## config.mk

```make
export PLATFORM = sky130hd
export DESIGN_NAME = vga_scan_timing_flat
export DESIGN_NICKNAME = d
export VERILOG_FILES = /design/src/rtl/vga_scan_timing_if.sv /design/src/rtl/vga_scan_timing.sv /design/src/flat_wrapper.sv
export SDC_FILE = /design/constraint.sdc
export NUM_CORES = 1
export LEC_CHECK = 0
export CAP_MARGIN = 0
export CORE_MARGIN = 2
export CORE_UTILIZATION = 38
export DETAILED_ROUTE_END_ITERATION = 10
export PLACE_DENSITY_LB_ADDON = 0.3
export SYNTH_ARGS = -nofsm -noshare
export SYNTH_HDL_FRONTEND = slang
export SYNTH_SLANG_ARGS = --single-unit
```

## constraint.sdc

```tcl
create_clock -name CLOCK_50 -period 2.5 [get_ports CLOCK_50]
set_input_delay 0.25 -clock CLOCK_50 [delete_from_list [all_inputs] [get_ports CLOCK_50]]
set_output_delay 0.25 -clock CLOCK_50 [all_outputs]
set_load 0.03 [all_outputs]
```

## src/rtl/vga_scan_timing_if.sv

```systemverilog
// Pixel-request bus between the VGA scan generator (master) and the pixel source (slave).
interface vga_scan_timing_if;
  logic [23:0] rgb_in;
  logic [9:0]  req_x;
  logic [9:0]  req_y;
  logic        req_valid;

  modport master (input rgb_in, output req_x, output req_y, output req_valid);
  modport slave  (output rgb_in, input req_x, input req_y, input req_valid);
endinterface

```

## src/rtl/vga_scan_timing.sv

```systemverilog
// 640x480@60 VGA raster generator on CLOCK_50 with a divide-by-2 pixel tick.
// Optional colour-bar generator enabled by defining VGA_TEST_PATTERN_EN.
module vga_scan_timing #(
  parameter int H_ACTIVE = 640,
  parameter int H_FP     = 16,
  parameter int H_SYNC   = 96,
  parameter int H_BP     = 48,
  parameter int V_ACTIVE = 480,
  parameter int V_FP     = 10,
  parameter int V_SYNC   = 2,
  parameter int V_BP     = 33
) (
  input  logic                      CLOCK_50,
  input  logic                      RESET_N,
  vga_scan_timing_if.master         pix,
`ifdef VGA_TEST_PATTERN_EN
  input  logic                      pattern_sel,
`endif
  output logic                      frame_start,
  output logic [7:0]                VGA_R,
  output logic [7:0]                VGA_G,
  output logic [7:0]                VGA_B,
  output logic                      VGA_HS,
  output logic                      VGA_VS,
  output logic                      VGA_BLANK_N,
  output logic                      VGA_SYNC_N,
  output logic                      VGA_CLK
);

  localparam int H_TOTAL = H_ACTIVE + H_FP + H_SYNC + H_BP;
  localparam int V_TOTAL = V_ACTIVE + V_FP + V_SYNC + V_BP;

  localparam logic [9:0] H_LAST   = 10'(H_TOTAL - 1);
  localparam logic [9:0] V_LAST   = 10'(V_TOTAL - 1);
  localparam logic [9:0] H_ACT    = 10'(H_ACTIVE);
  localparam logic [9:0] V_ACT    = 10'(V_ACTIVE);
  localparam logic [9:0] HS_BEGIN = 10'(H_ACTIVE + H_FP);
  localparam logic [9:0] HS_END   = 10'(H_ACTIVE + H_FP + H_SYNC);
  localparam logic [9:0] VS_BEGIN = 10'(V_ACTIVE + V_FP);
  localparam logic [9:0] VS_END   = 10'(V_ACTIVE + V_FP + V_SYNC);

  logic        pix_en;
  logic [9:0]  h;
  logic [9:0]  v;
  logic [9:0]  h_nxt;
  logic [9:0]  v_nxt;
  logic        line_end;
  logic        frame_end;
  logic        in_active;
  logic        nxt_active;
  logic        in_hsync;
  logic        in_vsync;
  logic [23:0] pix_rgb;
  logic [23:0] out_rgb;
  logic        req_valid_q;

`ifdef VGA_TEST_PATTERN_EN
  function automatic logic [23:0] bar_colour(input logic [9:0] x);
    logic [23:0] c;
    if      (x < 10'd80)  c = 24'hFFFFFF;
    else if (x < 10'd160) c = 24'hFFFF00;
    else if (x < 10'd240) c = 24'h00FFFF;
    else if (x < 10'd320) c = 24'h00FF00;
    else if (x < 10'd400) c = 24'hFF00FF;
    else if (x < 10'd480) c = 24'hFF0000;
    else if (x < 10'd560) c = 24'h0000FF;
    else                  c = 24'h000000;
    return c;
  endfunction
`endif

  always_comb begin
    line_end  = (h == H_LAST);
    frame_end = line_end && (v == V_LAST);
    h_nxt     = h;
    v_nxt     = v;
    if (pix_en) begin
      if (line_end) begin
        h_nxt = '0;
        v_nxt = (v == V_LAST) ? '0 : v + 10'd1;
      end else begin
        h_nxt = h + 10'd1;
      end
    end
    in_active  = (h < H_ACT) && (v < V_ACT);
    nxt_active = (h_nxt < H_ACT) && (v_nxt < V_ACT);
    in_hsync   = (h >= HS_BEGIN) && (h < HS_END);
    in_vsync   = (v >= VS_BEGIN) && (v < VS_END);
  end

  always_comb begin
    pix_rgb = pix.rgb_in;
`ifdef VGA_TEST_PATTERN_EN
    if (pattern_sel) pix_rgb = bar_colour(h);
`endif
  end

  // req_valid is registered so it reads 0 straight out of reset even though (0,0) is active;
  // the output stage decodes the active area from h/v directly.
  always_ff @(posedge CLOCK_50) begin
    if (!RESET_N) begin
      pix_en      <= 1'b0;
      VGA_CLK     <= 1'b0;
      h           <= '0;
      v           <= '0;
      req_valid_q <= 1'b0;
      frame_start <= 1'b0;
      out_rgb     <= '0;
      VGA_BLANK_N <= 1'b0;
      VGA_HS      <= 1'b1;
      VGA_VS      <= 1'b1;
    end else begin
      pix_en      <= ~pix_en;
      VGA_CLK     <= pix_en;
      h           <= h_nxt;
      v           <= v_nxt;
      req_valid_q <= nxt_active;
      frame_start <= pix_en && frame_end;
      if (pix_en) begin
        out_rgb     <= in_active ? pix_rgb : '0;
        VGA_BLANK_N <= in_active;
        VGA_HS      <= ~in_hsync;
        VGA_VS      <= ~in_vsync;
      end
    end
  end

  assign pix.req_x     = h;
  assign pix.req_y     = v;
  assign pix.req_valid = req_valid_q;
  assign VGA_R         = out_rgb[23:16];
  assign VGA_G         = out_rgb[15:8];
  assign VGA_B         = out_rgb[7:0];
  assign VGA_SYNC_N    = 1'b0;

endmodule

```

## src/flat_wrapper.sv

```systemverilog
// flat-port wrapper written by rule: the top's interface ports become plain ports
module vga_scan_timing_flat 
#(
  parameter int H_ACTIVE = 640,
  parameter int H_FP     = 16,
  parameter int H_SYNC   = 96,
  parameter int H_BP     = 48,
  parameter int V_ACTIVE = 480,
  parameter int V_FP     = 10,
  parameter int V_SYNC   = 2,
  parameter int V_BP     = 33
)
  (CLOCK_50, RESET_N, frame_start, VGA_R, VGA_G, VGA_B, VGA_HS, VGA_VS, VGA_BLANK_N, VGA_SYNC_N, VGA_CLK, pix_rgb_in, pix_req_x, pix_req_y, pix_req_valid);
  vga_scan_timing_if pix_i ();
  input  logic CLOCK_50;
  input  logic RESET_N;
  output logic frame_start;
  output logic [7:0] VGA_R;
  output logic [7:0] VGA_G;
  output logic [7:0] VGA_B;
  output logic VGA_HS;
  output logic VGA_VS;
  output logic VGA_BLANK_N;
  output logic VGA_SYNC_N;
  output logic VGA_CLK;
  input wire logic [$bits(pix_i.rgb_in)-1:0] pix_rgb_in;
  output wire logic [$bits(pix_i.req_x)-1:0] pix_req_x;
  output wire logic [$bits(pix_i.req_y)-1:0] pix_req_y;
  output wire logic [$bits(pix_i.req_valid)-1:0] pix_req_valid;
  assign pix_i.rgb_in = pix_rgb_in;
  assign pix_req_x = pix_i.req_x;
  assign pix_req_y = pix_i.req_y;
  assign pix_req_valid = pix_i.req_valid;
  vga_scan_timing #(.H_ACTIVE(H_ACTIVE), .H_FP(H_FP), .H_SYNC(H_SYNC), .H_BP(H_BP), .V_ACTIVE(V_ACTIVE), .V_FP(V_FP), .V_SYNC(V_SYNC), .V_BP(V_BP)) u_core (.CLOCK_50(CLOCK_50), .RESET_N(RESET_N), .pix(pix_i), .frame_start(frame_start), .VGA_R(VGA_R), .VGA_G(VGA_G), .VGA_B(VGA_B), .VGA_HS(VGA_HS), .VGA_VS(VGA_VS), .VGA_BLANK_N(VGA_BLANK_N), .VGA_SYNC_N(VGA_SYNC_N), .VGA_CLK(VGA_CLK));
endmodule
```

After elaboration in Yosys (flattened, before gate mapping)
Index checks and enable logic that the tools add are counted.
{ "classes": {"eq_ne": 2, "mux": 6, "n_addsub": 2, "order_cmp": 8, "reduce_logical": 6, "bitwise": 3} }
{ "op_table": {"columns": ["cell", "count"], "rows": [
  ["10-bit 2-to-1 mux", 5],
  ["10-bit less-than comparator (second input constant)", 3],
  ["10-bit by 9-bit less-than comparator with 1-bit output (second input constant)", 3],
  ["24-bit 2-to-1 mux", 1],
  ["10-bit by 1-bit adder with 10-bit output (second input constant)", 2],
  ["10-bit == test (second input constant)", 2],
  ["10-bit >= comparator (second input constant)", 1],
  ["10-bit by 9-bit >= comparator with 1-bit output (second input constant)", 1],
  ["1-bit logical AND", 6],
  ["1-bit NOT", 3]
]} }
{ "word_totals": {"in_bits": 26, "elab_cells": 37, "output_inout_bits": 51, "regBits": 51} }

Depth between registers and ports, before layout
Gate-level depths: netlist of the first run.
{ "logic_depth": {"word_depth": 6, "depth_mapped": 7, "ltp_nobuf": 6} }

Worst setup path before layout of the first run
Ideal clock, no wire load.
{ "synth_path": {"path_kind": "register -> register", "start": "register u_core.h[2] (netlist: u_core.pix.req_x[2])", "end": "register u_core.req_valid_q (netlist: u_core.pix.req_valid)", "setup_ns": 0.130, "stages_incl_launch_ff": 7, "slack_ns": 0.592, "t_required_ns": 2.370, "synth_period_minus_slack_ns": 1.908, "t_arrival_ns": 1.778, "path_buffers": 1, "cell_sequence": "dfxtp_1 > buf_4 > and4_1 > nand4_4 > or4_4 > o211ai_2 > a311oi_1"} }
{ "synth_between": {"elab_chain_len": 5, "elab_cells_between_ends": 9, "classes_between": "add/sub: 1; order compare: 2; eq/ne: 1; mux: 4; reduce/logical: 1"} }
{ "synth_lines": {"columns": ["element", "line", "rtl"], "rows": [
  ["from (decl)", "vga_scan_timing.sv:43", "logic [9:0] h;"],
  ["from (signal assigned)", "vga_scan_timing.sv:115", "h <= h_nxt;"],
  ["10-bit by 1-bit adder with 10-bit output / 10-bit == test (equally long branches)", "vga_scan_timing.sv:82, vga_scan_timing.sv:73", null],
  ["10-bit 2-to-1 mux", "vga_scan_timing.sv:78", "if (line_end) begin"],
  ["10-bit 2-to-1 mux", "vga_scan_timing.sv:77", "if (pix_en) begin"],
  ["10-bit less-than comparator / 10-bit by 9-bit less-than comparator with 1-bit output (equally long branches)", "vga_scan_timing.sv:86", "nxt_active = (h_nxt < H_ACT) && (v_nxt < V_ACT);"],
  ["1-bit logical AND *", "vga_scan_timing.sv:86", null],
  ["to (signal assigned)", "vga_scan_timing.sv:117", "req_valid_q <= nxt_active;"],
  ["to (decl)", "vga_scan_timing.sv:55", "logic req_valid_q;"]
]} }
Every way passes the cells marked *; elsewhere a longest branch is shown, timed or not.
A chain may end at the register's enable or synchronous reset.

Final worst setup path of the first run
{ "layout_path": {"start": "register u_core.h[6] (netlist: u_core.pix.req_x[6])", "end": "register u_core.req_valid_q (netlist: u_core.pix.req_valid)"} }
Same word-level chain as after synthesis.

==> impl_metrics.env, run 1 <==
export IMPL_status="finished, final reports clean"
export IMPL_nets=318
export IMPL_maxCapViolations=0
export IMPL_dr_pass1_iters=4
export IMPL_numCtsBuffers=5
export IMPL_h_tree_depth=2
export IMPL_post_drt_via_cell_ratio=5.069
export IMPL_critPathMaxFanout=9
export IMPL_crit_buf_inv=0
export IMPL_netlist_area_sq_mm=0.002143
export IMPL_min_path_type="reg -> reg"
export IMPL_ant_nets=0
export IMPL_slowest_delay_ns=0.44
export IMPL_wire_per_inst_microns=14.20
export IMPL_die_y_microns=79.10
export IMPL_cts_path_max_buffers=2
export IMPL_drtIter0Drc=113
export IMPL_layout_commonest_cell="clkdlybuf4s50_1"
export IMPL_crit_arrival_ns=2.10
export IMPL_die_area_sq_mm=0.006257
export IMPL_core_sq_mm=0.005473
export IMPL_cp_top_family="simple AND/OR/NAND/NOR gates"
export IMPL_required_ns=2.72
export IMPL_vias=1825
export IMPL_cp_cell_sequence="nor4b_4 -> and4_1 -> nand4_2 -> xnor2_1 -> a311oi_1"
export IMPL_syn_avg_cell_area_sq_um=9.969
export IMPL_period_share_pct=75.02
export IMPL_synth_net_count=245
export IMPL_fmax_ghz=0.5332
export IMPL_yosys_most_used_dff="dfxtp_1"
export IMPL_layout_common_cells="clkdlybuf4s50_1, dfxtp_1, a22o_1"
export IMPL_cts_resized_gates=0
export IMPL_power_density_mw_per_mm2=537.9
export IMPL_vdd_ir_drop_max_mv=0.2371
export IMPL_critPathCaptureType="register"
export IMPL_clk_insertion_delay_late_ns=0.30
export IMPL_hpwl_microns=3655
export IMPL_numPortBuffers=75
export IMPL_drive_gt1_share_pct=8.333
export IMPL_clk_pin_slew_ns=0.09
export IMPL_grt_ovfl_total=0
export IMPL_hold_violations=0
export IMPL_place_gp_congestion=0.8256
export IMPL_antenna_cells=0
export IMPL_setup_violations=0
export IMPL_post_synth_num_cell_types=45
export IMPL_cts_setup_buffers=0
export IMPL_hold_start="u_core.VGA_BLANK_N$_SDFFE_PN0P_"
export IMPL_postCtsHoldBufs=0
export IMPL_cp_start_kind="register"
export IMPL_worst_pin_slew_ns=0.4943
export IMPL_finalCoreUtilization_pct=55.67
export IMPL_synth_edf_count=0
export IMPL_grt_pass1_wl_microns=8280
export IMPL_ys_async_sr_fraction_pct=0
export IMPL_leakagePower_nw=1.145
export IMPL_ios=77
export IMPL_finalClockSkew_ns=0.002608
export IMPL_routed_wl_microns=5111
export IMPL_cts_sinks=51
export IMPL_grt_use_total_pct=16.76
export IMPL_place_area_sq_mm=0.002940
export IMPL_drc=0
export IMPL_synth_seq_cells=51
export IMPL_grt_pass1_vias=1708
export IMPL_crit_type="reg -> reg"
export IMPL_grt_setup_unrepaired="no"
export IMPL_critPathLaunch="u_core.pix.req_x[6]$_SDFFE_PN0P_"
export IMPL_grt_max_degree=26
export IMPL_netlist_instances=215
export IMPL_yosys_warnings=0
export IMPL_relSlewSlack_pct=66.70
export IMPL_min_period_ns=1.876
export IMPL_die_w_microns=79.10
export IMPL_setup_tns_final_ns=0
export IMPL_ys_seq_area_share_pct=47.64
export IMPL_syn_to_final_growth_pct=42.15
export IMPL_tritoncts="done"
export IMPL_floorplan_initialDensity_pct=39.16
export IMPL_fp_row_count=27
export IMPL_crit_slowest_cell="and4_1"
export IMPL_antenna_found_initial=0
export IMPL_fin_area_sq_mm=0.003047
export IMPL_ctsRootBufferMaster="clkbuf_8"
export IMPL_slew_violations=0
export IMPL_timing_rr_start="u_core.pix.req_x[6]$_SDFFE_PN0P_"
[flip-flops by register name, indices dropped and copies added, names as in the netlist]
signal and count:
u_core.VGA_BLANK_N 1, u_core.VGA_CLK 1, u_core.VGA_HS 1, u_core.VGA_VS 1, u_core.frame_start 1, u_core.out_rgb 24
u_core.pix.req_valid 1, u_core.pix.req_x 10, u_core.pix.req_y 10, u_core.pix_en 1
[cells by family after synthesis]
kind of cell | share of synthesized area (%)
multiplexers | 0.9341
flip-flops | 47.64
buffers and inverters | 4.787
AO/OA/AOI/OAI | 17.05
adder cells (fa/ha/maj) | 2.335
XOR/XNOR | 5.721
other | 0.1750
AND/OR/NAND/NOR | 21.37
[Yosys cell counts (2+ instances only)]
master	number	area (sq um)
a31oi_1	3	18.77
and2_2	2	15.01
nor3_1	2	10.01
nor2b_1	4	25.02
and3_2	2	15.01
and4_1	3	26.28
ha_1	4	50.05
a22oi_1	2	15.01
nor2_1	14	52.55
and3_1	3	18.77
nand4_1	6	37.54
and2_1	6	37.54
nand2_1	19	71.32
clkbuf_1	5	18.77
buf_4	5	37.54
a22o_1	24	210.2
o21ai_0	7	35.03
xnor2_1	7	61.31
inv_1	7	26.28
nand3_1	6	30.03
dfxtp_1	51	1021
mux2i_1	2	20.02
a21boi_0	2	15.01
xor2_1	7	61.31
a21o_1	2	15.01
[metal layers]
layer / vias up / GRT usage [%] / routed length, microns / part of all wire [%]
li1: 909 / - / - / -
met1: 863 / 21.81 / 2341 / 46
met2: 47 / 26.78 / 2443 / 48
met3: 6 / 5.227 / 274 / 5.4
met4: 0 / 4.828 / 51 / 1.0
met5: - / 0 / 0 / 0
[final timing paths]
path	endpoint	slack, ns	depth (start not counted)
setup / recovery	u_core.pix.req_valid$_SDFF_PN0_	0.62	5
hold / removal	u_core.VGA_BLANK_N$_SDFFE_PN0P_	0.46	1
setup reg to reg	u_core.pix.req_valid$_SDFF_PN0_	0.62	5
hold reg to reg	u_core.VGA_BLANK_N$_SDFFE_PN0P_	0.46	1
[stage by stage]
| step | total power [mW] | hold WS [ns] | worst slack (ns) | cells |
|---|---|---|---|---|
| 2_1_floorplan | 0.9874 | 0.3767 | 0.5915 | 215 |
| 3_3_place_gp | 1.099 | 0.4357 | 0.6777 | 353 |
| 3_5_place_dp | 1.101 | 0.4411 | 0.6421 | 353 |
| 4_1_cts | 1.660 | 0.4627 | 0.6251 | 360 |
| 5_1_grt | 1.717 | 0.5024 | 0.5330 | 360 |
| 6_report | 1.639 | 0.4609 | 0.6244 | 360 |
[final cells by class]
cell class	instances	area [sq um]
clock buffer	5	68.82
clock inverter	2	37.54
fill	514	2426
inverter	7	26.28
multi-input combinational	144	1022
sequential	51	1021
tap	72	90.09
timing repair buffer	79	780.7
[power breakdown]
group / internal, mW / total [mW] / switching (mW)
combinational: 0.110 / 0.222 / 0.112
sequential: 0.842 / 0.860 / 0.0178
clock: 0.293 / 0.557 / 0.265
total: 1.24 / 1.64 / 0.394
Power figures use the tool's default switching activity.
==> run 2, diff against run 1 <==
==> constraint.sdc (replaced) <==
create_clock -name CLOCK_50 -period 1.75 [get_ports CLOCK_50]
set_input_delay 0.175 -clock CLOCK_50 [delete_from_list [all_inputs] [get_ports CLOCK_50]]
set_output_delay 0.175 -clock CLOCK_50 [all_outputs]
set_load 0.03 [all_outputs]
==> run 2 against run 1 <==
Compared with the run above:
- cell area is 4.4% higher
- largest cell class unchanged
- combinational power is 50% higher
- via count increased by 2.4%
- cell count increased by 3.6%
- clock skew increased by 0.0046 ns
==> impl_metrics.env, run 2 (same netlist as run 1, synthesis figures left out) <==
export IMPL_status="finished, final reports clean"
export IMPL_post_place_ws_ns=0.06203
export IMPL_grt_pass1_wl_microns=8963
export IMPL_dr_pass1_iters=6
export IMPL_crit_slowest_cell="dfxtp_1"
export IMPL_antenna_found_initial=0
export IMPL_cts_path_max_buffers=2
export IMPL_seqPwrFrac_pct=54.0
export IMPL_p_int_mw=1.670
export IMPL_hpwl_microns=3976
export IMPL_h_tree_depth=2
export IMPL_core_sq_mm=0.005473
export IMPL_drtIter0Drc=80
export IMPL_slowest_delay_ns=0.40
export IMPL_critPathMaxFanout=8
export IMPL_die_w_microns=79.10
export IMPL_wl_met2_microns=2716
export IMPL_largest_reg_flops=24
export IMPL_cp_cell_sequence="nor4b_4 -> and4_2 -> nand4_2 -> xnor2_1 -> a311oi_1"
export IMPL_floorplan_initialDensity_pct=39.16
export IMPL_m1WireLength_microns=2449
export IMPL_tritoncts="done"
export IMPL_antenna_cells=0
export IMPL_maxCapViolations=0
export IMPL_wire_per_inst_microns=14.50
export IMPL_leakagePower_nw=1.242
export IMPL_vdd_ir_drop_max_mv=0.3846
export IMPL_p_switching_uw=606.6
export IMPL_place_area_sq_mm=0.003069
export IMPL_slew_violations=0
export IMPL_maxUsedRoutingLayer="met4"
export IMPL_routed_wl_microns=5407
export IMPL_nets=330
export IMPL_power_density_mw_per_mm2=715.6
export IMPL_sw_frac_of_total_pct=26.64
export IMPL_cp_start_kind="register"
export IMPL_regMostFlops="u_core.out_rgb"
export IMPL_ios=77
export IMPL_fp_row_count=27
export IMPL_ant_nets=0
export IMPL_grt_pass1_vias=1913
export IMPL_combPwrFrac_pct=14.6
export IMPL_finalClockSkew_ns=0.007169
export IMPL_ctsRootBufferMaster="clkbuf_8"
export IMPL_clk_insertion_delay_late_ns=0.30
export IMPL_fmax_ghz=0.5845
export IMPL_numPortBuffers=75
export IMPL_numCtsBuffers=5
export IMPL_hold_violations=0
export IMPL_setup_violations=0
export IMPL_crit_type="reg -> reg"
export IMPL_syn_to_final_growth_pct=48.45
export IMPL_min_path_type="reg -> reg"
export IMPL_crit_arrival_ns=1.93
export IMPL_layout_common_cells="clkdlybuf4s50_1, dfxtp_1, a22o_1"
export IMPL_vias=1868
export IMPL_cts_sinks=51
export IMPL_critPathCaptureType="register"
export IMPL_fin_area_sq_mm=0.003182
export IMPL_period_share_pct=97.77
export IMPL_grt_use_total_pct=17.92
export IMPL_post_drt_via_cell_ratio=5.008
export IMPL_finalCoreUtilization_pct=58.14
export IMPL_die_y_microns=79.10
export IMPL_r2r_slack_ns=0.04
export IMPL_route_met3_wl_microns=203
export IMPL_die_area_sq_mm=0.006257
export IMPL_clk_pin_slew_ns=0.10
export IMPL_drive_gt1_share_pct=16.61
export IMPL_grt_setup_unrepaired="yes"
export IMPL_layout_commonest_cell="clkdlybuf4s50_1"
export IMPL_min_period_ns=1.711
export IMPL_drc=0
export IMPL_setup_slack_ns=0.03910
export IMPL_grt_max_degree=26
export IMPL_required_ns=1.97
export IMPL_clkPwrFrac_pct=31.4
export IMPL_postCtsHoldBufs=0
export IMPL_place_gp_congestion=0.8510
export IMPL_grt_ovfl_total=0
==> run 2: what timing repair did <==
| action | in CTS | in global routing |
|---|---|---|
| setup buffers | 0 | 0 |
| gates resized for setup | 1 | 4 |
| gates cloned | 0 | 0 |
| endpoints found under the setup margin | 1 | 3 |
| endpoints found under the hold margin | 0 | 0 |
==> run 2: final timing paths <==
path | from | to | cells past startpoint
setup / recovery | u_core.pix.req_x[5]$_SDFFE_PN0P_ | u_core.pix.req_valid$_SDFF_PN0_ | 5
hold / removal | u_core.VGA_BLANK_N$_SDFFE_PN0P_ | u_core.VGA_BLANK_N$_SDFFE_PN0P_ | 1
setup reg to reg | u_core.pix.req_x[5]$_SDFFE_PN0P_ | u_core.pix.req_valid$_SDFF_PN0_ | 5
hold reg to reg | u_core.VGA_BLANK_N$_SDFFE_PN0P_ | u_core.VGA_BLANK_N$_SDFFE_PN0P_ | 1
==> run 2: cell type report <==
class,count,area [sq um]
Timing Repair Buffer,91,897.1
Clock inverter,3,28.78
Fill cell,485,2291
Sequential cell,51,1032
Multi-Input combinational cell,144,1039
Tap cell,72,90.09
Clock buffer,5,68.82
Inverter,7,26.28
==> run 2: power by group through the flow <==
stage	clock, mW	combinational [mW]	sequential [mW]
2_1_floorplan	0	0.0767	1.33
3_3_place_gp	0	0.332	1.25
3_5_place_dp	0	0.335	1.26
4_1_cts	0.745	0.337	1.23
5_1_grt	0.781	0.353	1.23
6_report	0.715	0.333	1.23
==> run 2: per-stage QoR <==
| stage | cells | hold WS, ns | TNS (ns) | power, mW |
|---|---|---|---|---|
| after floorplan | 215 | 0.3017 | 0 | 1.411 |
| after global placement | 365 | 0.4336 | 0 | 1.586 |
| after detailed placement | 365 | 0.4435 | 0 | 1.591 |
| after CTS | 373 | 0.4491 | 0 | 2.312 |
| after global routing | 373 | 0.4600 | -0.03357 | 2.369 |
| final | 373 | 0.4617 | 0 | 2.277 |
==> run 2: critical path, delay by kind of cell (launching register included) <==
family,cells,cell delay [ns]
XOR/XNOR,1,0.16
flip-flops,1,0.40
AO/OA/AOI/OAI,1,0.25
AND/OR/NAND/NOR,3,0.83
==> run 2: metal layers <==
layer	global-route usage (%)	up-vias
li1	-	937
met1	22.30	884
met2	31.36	43
met3	3.295	4
met4	5.517	0
met5	0	-
